$ cat config.mk
export PLATFORM = sky130hd
export DESIGN_NAME = mul_div_unit
export DESIGN_NICKNAME = d
export VERILOG_FILES = /design/src/rtl/mul_div_unit.sv
export SDC_FILE = /design/constraint.sdc
export NUM_CORES = 1
export LEC_CHECK = 0
export BUFFER_PORTS_ARGS = -buffer_cell sky130_fd_sc_hd__buf_2
export CORE_ASPECT_RATIO = 1.5
export CORE_MARGIN = 5
export CORE_UTILIZATION = 50
export DETAILED_ROUTE_END_ITERATION = 10
export GPL_TIMING_DRIVEN = 0
export PLACE_DENSITY = 0.7
export SYNTH_ARGS = -nofsm -noshare
export SYNTH_HDL_FRONTEND = slang
export SYNTH_SLANG_ARGS = --single-unit
$ cat constraint.sdc
create_clock -name clk -period 5.15 [get_ports clk]
set_input_delay 0.2575 -clock clk [delete_from_list [all_inputs] [get_ports clk]]
set_output_delay 0.2575 -clock clk [all_outputs]
set_load 0.02 [all_outputs]
$ cat src/rtl/mul_div_unit.sv
`default_nettype none
// ============================================================================
// Module      : mul_div_unit
// Description : Sequential MIPS multiply/divide unit owning HI/LO; radix-2
//               shift-add multiply and restoring divide, one bit per cycle.
// Revision    : 1.0 - initial release
// ============================================================================
module mul_div_unit #(
    parameter int DATA_WIDTH = 32
) (
    input  logic                  clk,
    input  logic                  rst_n,
    input  logic                  start,
    input  logic [1:0]            op,
    input  logic [DATA_WIDTH-1:0] rs,
    input  logic [DATA_WIDTH-1:0] rt,
    input  logic                  cancel,
    input  logic                  hi_we,
    input  logic                  lo_we,
    input  logic [DATA_WIDTH-1:0] wdata,
    output logic                  busy,
    output logic                  done,
    output logic                  div_zero,
    output logic [DATA_WIDTH-1:0] hi,
    output logic [DATA_WIDTH-1:0] lo
);

    localparam int         c_cnt_w = $clog2(DATA_WIDTH + 1);
    localparam logic [1:0] c_idle  = 2'd0;
    localparam logic [1:0] c_calc  = 2'd1;
    localparam logic [1:0] c_fix   = 2'd2;

    logic [1:0]            state_q, state_d;
    logic [c_cnt_w-1:0]    cnt_q, cnt_d;
    logic                  is_div_q, is_div_d;
    logic                  neg_res_q, neg_res_d;
    logic                  neg_rem_q, neg_rem_d;
    logic                  rt_zero_q, rt_zero_d;
    logic [DATA_WIDTH-1:0] opd_q, opd_d;
    logic [DATA_WIDTH-1:0] acc_hi_q, acc_hi_d;
    logic [DATA_WIDTH-1:0] acc_lo_q, acc_lo_d;
    logic                  busy_q, busy_d;
    logic                  done_q, done_d;
    logic                  div_zero_q, div_zero_d;
    logic [DATA_WIDTH-1:0] hi_q, hi_d;
    logic [DATA_WIDTH-1:0] lo_q, lo_d;

    logic                    w_signed;
    logic [DATA_WIDTH-1:0]   w_rs_abs;
    logic [DATA_WIDTH-1:0]   w_rt_abs;
    logic [DATA_WIDTH:0]     w_mul_sum;
    logic [DATA_WIDTH:0]     w_div_shift;
    logic [DATA_WIDTH:0]     w_div_diff;
    logic                    w_div_ge;
    logic [2*DATA_WIDTH-1:0] w_prod_fix;
    logic [DATA_WIDTH-1:0]   w_quo_fix;
    logic [DATA_WIDTH-1:0]   w_rem_fix;

    // Operand conditioning and one iteration of each datapath.
    always_comb begin
        w_signed    = ~op[0];
        w_rs_abs    = (w_signed && rs[DATA_WIDTH-1]) ? -rs : rs;
        w_rt_abs    = (w_signed && rt[DATA_WIDTH-1]) ? -rt : rt;
        w_mul_sum   = {1'b0, acc_hi_q} + (acc_lo_q[0] ? {1'b0, opd_q} : '0);
        w_div_shift = {acc_hi_q, acc_lo_q[DATA_WIDTH-1]};
        w_div_diff  = w_div_shift - {1'b0, opd_q};
        // A set top bit of the shifted remainder already exceeds any divisor.
        w_div_ge    = w_div_shift[DATA_WIDTH] | ~w_div_diff[DATA_WIDTH];
        w_prod_fix  = neg_res_q ? -{acc_hi_q, acc_lo_q} : {acc_hi_q, acc_lo_q};
        w_quo_fix   = neg_res_q ? -acc_lo_q : acc_lo_q;
        w_rem_fix   = neg_rem_q ? -acc_hi_q : acc_hi_q;
    end

    always_comb begin
        state_d    = state_q;
        cnt_d      = cnt_q;
        is_div_d   = is_div_q;
        neg_res_d  = neg_res_q;
        neg_rem_d  = neg_rem_q;
        rt_zero_d  = rt_zero_q;
        opd_d      = opd_q;
        acc_hi_d   = acc_hi_q;
        acc_lo_d   = acc_lo_q;
        done_d     = 1'b0;
        div_zero_d = 1'b0;
        hi_d       = hi_we ? wdata : hi_q;
        lo_d       = lo_we ? wdata : lo_q;

        case (state_q)
            c_idle: begin
                if (start) begin
                    state_d   = c_calc;
                    cnt_d     = c_cnt_w'(DATA_WIDTH);
                    is_div_d  = op[1];
                    neg_res_d = w_signed & (rs[DATA_WIDTH-1] ^ rt[DATA_WIDTH-1]);
                    neg_rem_d = w_signed & op[1] & rs[DATA_WIDTH-1];
                    rt_zero_d = (rt == '0);
                    acc_hi_d  = '0;
                    // Multiply shifts the multiplier out of acc_lo; divide
                    // shifts the dividend out of it and quotient bits in.
                    opd_d     = op[1] ? w_rt_abs : w_rs_abs;
                    acc_lo_d  = op[1] ? w_rs_abs : w_rt_abs;
                end
            end
            c_calc: begin
                if (cancel) begin
                    state_d = c_idle;
                    cnt_d   = '0;
                end else begin
                    cnt_d = cnt_q - c_cnt_w'(1);
                    if (cnt_q == c_cnt_w'(1)) begin
                        state_d = c_fix;
                    end
                    if (is_div_q) begin
                        acc_hi_d = w_div_ge ? w_div_diff[DATA_WIDTH-1:0]
                                            : w_div_shift[DATA_WIDTH-1:0];
                        acc_lo_d = {acc_lo_q[DATA_WIDTH-2:0], w_div_ge};
                    end else begin
                        acc_hi_d = w_mul_sum[DATA_WIDTH:1];
                        acc_lo_d = {w_mul_sum[0], acc_lo_q[DATA_WIDTH-1:1]};
                    end
                end
            end
            c_fix: begin
                state_d = c_idle;
                cnt_d   = '0;
                if (!cancel) begin
                    done_d = 1'b1;
                    if (is_div_q) begin
                        // With rt=0 the remainder path reproduces the dividend.
                        hi_d       = w_rem_fix;
                        lo_d       = rt_zero_q ? '1 : w_quo_fix;
                        div_zero_d = rt_zero_q;
                    end else begin
                        hi_d = w_prod_fix[2*DATA_WIDTH-1:DATA_WIDTH];
                        lo_d = w_prod_fix[DATA_WIDTH-1:0];
                    end
                end
            end
            default: begin
                state_d = c_idle;
                cnt_d   = '0;
            end
        endcase

        busy_d = (state_d != c_idle);
    end

    always_ff @(posedge clk or negedge rst_n) begin
        if (!rst_n) begin
            state_q    <= c_idle;
            cnt_q      <= '0;
            is_div_q   <= 1'b0;
            neg_res_q  <= 1'b0;
            neg_rem_q  <= 1'b0;
            rt_zero_q  <= 1'b0;
            opd_q      <= '0;
            acc_hi_q   <= '0;
            acc_lo_q   <= '0;
            busy_q     <= 1'b0;
            done_q     <= 1'b0;
            div_zero_q <= 1'b0;
            hi_q       <= '0;
            lo_q       <= '0;
        end else begin
            state_q    <= state_d;
            cnt_q      <= cnt_d;
            is_div_q   <= is_div_d;
            neg_res_q  <= neg_res_d;
            neg_rem_q  <= neg_rem_d;
            rt_zero_q  <= rt_zero_d;
            opd_q      <= opd_d;
            acc_hi_q   <= acc_hi_d;
            acc_lo_q   <= acc_lo_d;
            busy_q     <= busy_d;
            done_q     <= done_d;
            div_zero_q <= div_zero_d;
            hi_q       <= hi_d;
            lo_q       <= lo_d;
        end
    end

    assign busy     = busy_q;
    assign done     = done_q;
    assign div_zero = div_zero_q;
    assign hi       = hi_q;
    assign lo       = lo_q;

endmodule
`default_nettype wire

Word level (Yosys, flattened, before mapping)
Index checks and enable logic that the tools add are counted.
{"block": "op_classes", "n_addsub": 8, "multipliers": 0, "div": 0, "magnitude_cmp": 0, "eq_ne": 5, "shift": 0, "n_mux": 38, "bitwise": 7, "n_reduce_logical": 8}
{"op": "2-to-1 mux 32 bit", "count": 23}
{"op": "negator 32 bit", "count": 4}
{"op": "one-hot mux 32 bit (2 select lines)", "count": 2}
{"op": "2-to-1 mux 64 bit", "count": 1}
{"op": "negator 64 bit", "count": 1}
{"op": "adder 32 x 32 -> 33 bit", "count": 1}
{"op": "subtractor 33 x 32 -> 33 bit", "count": 1}
{"op": "zero test 32 bit", "count": 1}
{"op": "2-to-1 mux 6 bit", "count": 2}
{"op": "one-hot mux 6 bit (2 select lines)", "count": 1}
{"op": "== test 6 x 1 -> 1 bit (second input constant)", "count": 1}
{"op": "2-to-1 mux 2 bit", "count": 3}
{"op": "subtractor 6 x 1 -> 6 bit (second input constant)", "count": 1}
{"op": "2-to-1 mux 1 bit", "count": 5}
{"op": "inequality test 2 bit (second input constant)", "count": 2}
{"op": "one-hot mux 2 bit (2 select lines)", "count": 1}
{"op": "nonzero test 2 bit", "count": 2}
{"op": "AND 1 bit", "count": 3}
{"op": "AND reduction 3 bit", "count": 1}
{"op": "== test 2 x 1 -> 1 bit (second input constant)", "count": 1}
{"op": "== test 2 bit (second input constant)", "count": 1}
{"op": "logical AND 1 bit", "count": 2}
{"op": "zero test 2 bit", "count": 1}
{"op": "NOT 1 bit", "count": 2}
{"op": "other kinds (3)", "count": 3}
{"block": "totals", "regBits": 175, "latchBits": 0, "ram_bits": 0, "romBits": 0, "output_inout_bits": 67, "word_cells": 80, "memories": 0}

Depth between registers and ports, before layout
{"block": "logic_depth", "depth_word": 7, "mapped_depth": 15, "ltp_nobuf": 14}

Worst setup path after synthesis
OpenSTA, ideal clock, no wires.
{"block": "synth_timing", "kind": "register to register", "start": "register acc_lo_q[0]", "end": "register acc_hi_q[27]", "setup_time_ns": 0.126, "t_arrival_ns": 3.090, "required_time_ns": 5.024, "path_slack_ns": 1.934, "stages_incl_launch_ff": 15, "n_path_buf": 1, "path_cell_list": "dfrtp_1 > inv_1 > clkbuf_1 > nor2_1 > ha_1 > nand4_1 > nor3_1 > o31ai_1 > nand2_1 > a41oi_1 > o41a_1 > o21ai_1 > a21oi_1 > xnor2_1 > a221o_1"}
{"block": "synth_between", "elab_chain_cells": 5}
{"element": "from (decl)", "line_no": "41", "rtl": "logic [DATA_WIDTH-1:0] acc_lo_q, acc_lo_d;"}
{"element": "from (signal assigned)", "line_no": "174", "rtl": "acc_lo_q <= acc_lo_d;"}
{"element": "2-to-1 mux 32 bit", "line_no": "64", "rtl": "w_mul_sum = {1'b0, acc_hi_q} + (acc_lo_q[0] ? {1'b0, opd_q} : '0);"}
{"element": "adder 32 x 32 -> 33 bit", "line_no": "64"}
{"element": "2-to-1 mux 32 bit", "line_no": "114", "rtl": "if (is_div_q) begin"}
{"element": "2-to-1 mux 32 bit", "line_no": "106", "rtl": "if (cancel) begin"}
{"element": "one-hot mux 32 bit (2 select lines)", "line_no": "89", "rtl": "case (state_q)"}
{"element": "to (signal assigned)", "line_no": "173", "rtl": "acc_hi_q <= acc_hi_d;"}
{"element": "to (decl)", "line_no": "40", "rtl": "logic [DATA_WIDTH-1:0] acc_hi_q, acc_hi_d;"}
No other way between the ends. The select of a mux whose other input is x is not followed.
A chain may end at the register's enable or synchronous reset.

Worst setup path after layout
Ends and elaborated chain as after synthesis.

==> flow_summary.ini <==
[status]
status = finished, final reports clean

[clock_tree]
cts_setup_buffers = 0
post_cts_resized = 0
clockRootBuffer = clkbuf_16
cts_hold_buf = 1
cts_num_sinks = 175
clkTransAtPathRegs_ps = 80
cts_tree = done
clkLatencyLatePin_ps = 470
h-tree-depth = 4
cts_buffer_depth = 2
cts_buffers = 17

[critical_path]
max_stage_delay_ps = 590
start_kind = register
required_ps = 5500
crit_buf_inv = 2
cpMostUsedCell = a21oi_1
crit_type = register to register
endpoint_kind = register
critPathTopFamily = compound AO/OA/AOI/OAI gates
path_cells = inv_1 -> clkbuf_1 -> nor2_1 -> ha_1 -> o21ai_0 -> a21oi_1 -> o31ai_1 -> nand2_1 -> a41oi_1 -> o41a_1 -> o21ai_1 -> a21oi_1 -> xnor2_1 -> a221o_1
crit_arrival_ps = 4700
cp_slowest_cell = o41a_1
critPathMaxFanout = 10

[layout]
fin_cells = 2478
synthToLayoutAreaGrowth_pct = 13.1
n_antenna_cell = 0
fin_area_um2 = 17200
drive_above_1_share = 0.119
nets = 2241

[synth]
synth_seq_area_share = 0.289
synth_ff_type = dfrtp_1
postSynthAreaPerCell_um2 = 8.09
syn_area_um2 = 15200
yosys.cell_types.count = 88
yosys_warnings = 0
synth_seq_cells = 175
synth_cells = 1876
synthesis.nets = 2052
async_flop_share = 1.00
synth_edf_count = 0

[pwr]
peakVddDrop_v = 0.000279
p_leak_nw = 7.67
power_mw = 10.3
power_density_nw_per_um2 = 600

[place]
place_inst = 2445
postPlaceCellArea_um2 = 16600
port-buffer-count = 168
gp_congestion = 1.01
dp_hpwl_um = 48400

[run]
drv_cap = 0

[sta]
drv_slew = 0
fin_skew_ps = 13.6
max_freq_mhz = 230
max-slew-margin-rel = 0.242
tightest_slew_ps = 1130
fin_crit_sh = 0.845
hold_violations = 0
min_period_ps = 4350
setup_viol = 0
tns_ps = 0
rsz0062_at_grt = no
whs_ps = 72.5

[detailed_routing]
drc = 0
drt-initial-drc-count = 1364
routed_wl_um = 60000
vias_per_cell = 6.29
wl_per_cell_um = 24.2
first_pass_iters = 6
antenna_left = 0
vias = 15592

[global_route]
antenna_found_initial = 0
grt_pass1_vias = 15668
grt_pass1_wl_um = 91100
grt.total_usage = 0.343
overflow = 0
grt_start_max_net_pins = 120

[die]
start_util = 0.503
die_h_um = 223
rows = 78
core_um2 = 30200
io_pins = 171
die_w_um = 152
dieArea_um2 = 34000

[min_path]
hold_path.class = input port to register
[cells in the final DEF (no fill, tap or decap), types with 6 or more instances in the layout]
cell type,instances
inv_1,66
ha_1,70
o41ai_1,13
nor2_1,170
nor3_1,50
buf_1,13
o21ai_1,15
a31oi_1,13
nand3_1,33
nand2_1,161
a211oi_1,21
nand2b_1,26
clkbuf_1,96
or3_1,13
o21a_1,10
xor2_1,102
o22ai_1,6
dfrtp_1,175
buf_2,171
clkbuf_16,17
nor2b_1,12
mux2i_1,120
a21o_1,24
a22oi_1,44
and3_1,11
a31o_2,8
o31ai_1,18
or4_1,15
xnor2_1,67
nor4_1,12
o211ai_1,16
nand4_1,11
o21ai_0,167
o221ai_1,6
a21oi_1,174
and2_1,8
a32oi_1,6
[cells in the mapped netlist (5+ instances only)]
| cell | count | area [um2] |
|---|---|---|
| a211oi_1 | 21 | 158 |
| a21boi_0 | 5 | 37.5 |
| a21o_1 | 24 | 180 |
| a21oi_1 | 174 | 871 |
| a22oi_1 | 44 | 330 |
| a31o_2 | 8 | 70.1 |
| a31oi_1 | 13 | 81.3 |
| a32oi_1 | 6 | 52.6 |
| and2_1 | 8 | 50.1 |
| and3_1 | 11 | 68.8 |
| buf_1 | 13 | 48.8 |
| clkbuf_1 | 95 | 357 |
| dfrtp_1 | 175 | 4380 |
| ha_1 | 70 | 876 |
| inv_1 | 66 | 248 |
| mux2i_1 | 120 | 1200 |
| nand2_1 | 161 | 604 |
| nand2b_1 | 26 | 163 |
| nand3_1 | 33 | 165 |
| nand4_1 | 11 | 68.8 |
| nor2_1 | 170 | 638 |
| nor2b_1 | 12 | 75.1 |
| nor3_1 | 50 | 250 |
| nor4_1 | 12 | 75.1 |
| o211ai_1 | 16 | 120 |
| o21a_1 | 10 | 75.1 |
| o21ai_0 | 167 | 836 |
| o21ai_1 | 15 | 75.1 |
| o21bai_1 | 5 | 37.5 |
| o221ai_1 | 6 | 52.6 |
| o22ai_1 | 6 | 37.5 |
| o31ai_1 | 18 | 135 |
| o41ai_1 | 13 | 114 |
| or3_1 | 13 | 81.3 |
| or4_1 | 15 | 113 |
| xnor2_1 | 67 | 587 |
| xor2_1 | 102 | 893 |
[through the flow]
step           utilization  setup WS (ps)
2_1_floorplan            -           1930
3_3_place_gp         0.548            867
3_5_place_dp         0.549            869
4_1_cts              0.569            856
5_1_grt              0.569            666
6_report             0.569            797
[layer usage]
| metal | up-vias | GRT usage | wire length (um) | part of all wire |
|---|---|---|---|---|
| met5 | - | 0 | 0 | 0 |
| met4 | 0 | 0.235 | 4840 | 0.081 |
| met3 | 206 | 0.0450 | 3740 | 0.062 |
| met2 | 745 | 0.595 | 29500 | 0.49 |
| met1 | 7443 | 0.391 | 21900 | 0.36 |
| li1 | 7198 | - | - | - |
[area by class of cell]
cell class                      count  area, um2
Tap cell                          400        500
Timing Repair Buffer              170        888
Multi-Input combinational cell   1518      10100
Clock inverter                     14        175
Sequential cell                   175       4380
Fill cell                        2856      13000
Buffer                            117        470
Clock buffer                       18        429
Inverter                           66        248
[state kept, by name (all words and copies together) (netlist names), 2 cells and up]
name,cells
lo,32
state_q,2
acc_hi_q,32
acc_lo_q,32
cnt_q,6
hi,32
opd_q,32
[worst register-to-register path, cell delays in order (launching register included)]
cell	delay (ps)
dfrtp_1	470
inv_1	310
clkbuf_1	460
nor2_1	120
ha_1	340
o21ai_0	100
a21oi_1	380
o31ai_1	120
nand2_1	140
a41oi_1	300
o41a_1	590
o21ai_1	260
a21oi_1	160
xnor2_1	150
a221o_1	340
[worst paths after layout]
kind	start	end	slack (ps)	cells past startpoint
max	acc_lo_q[0]	acc_hi_q[27]	800	14
min	op[0]	neg_res_q	70	2
max reg2reg	acc_lo_q[0]	acc_hi_q[27]	800	14
min reg2reg	opd_q[2]	opd_q[2]	480	2
max in group asynchronous	rst_n	opd_q[18]	3830	3
min in group asynchronous	rst_n	hi[16]	310	2
[where the power goes]
| part | internal (mW) | switching [mW] |
|---|---|---|
| sequential | 1.79 | 0.597 |
| clock | 0.736 | 0.652 |
| combinational | 2.37 | 4.16 |
| total | 4.89 | 5.41 |
[cells by family (layout without fill, tap and decap cells)]
family | Yosys count | after routing | synth area share
and+or+nand+nor | 554 | 554 | 0.178
buffers and inverters | 183 | 385 | 0.0473
muxes | 122 | 122 | 0.0807
DFF | 175 | 175 | 0.289
xor gates and xnor gates | 169 | 169 | 0.0976
AOI/OAI and AO/OA | 601 | 601 | 0.247
adders and majority gates | 72 | 72 | 0.0604
Note: power is estimated with default switching activity, not from simulation.
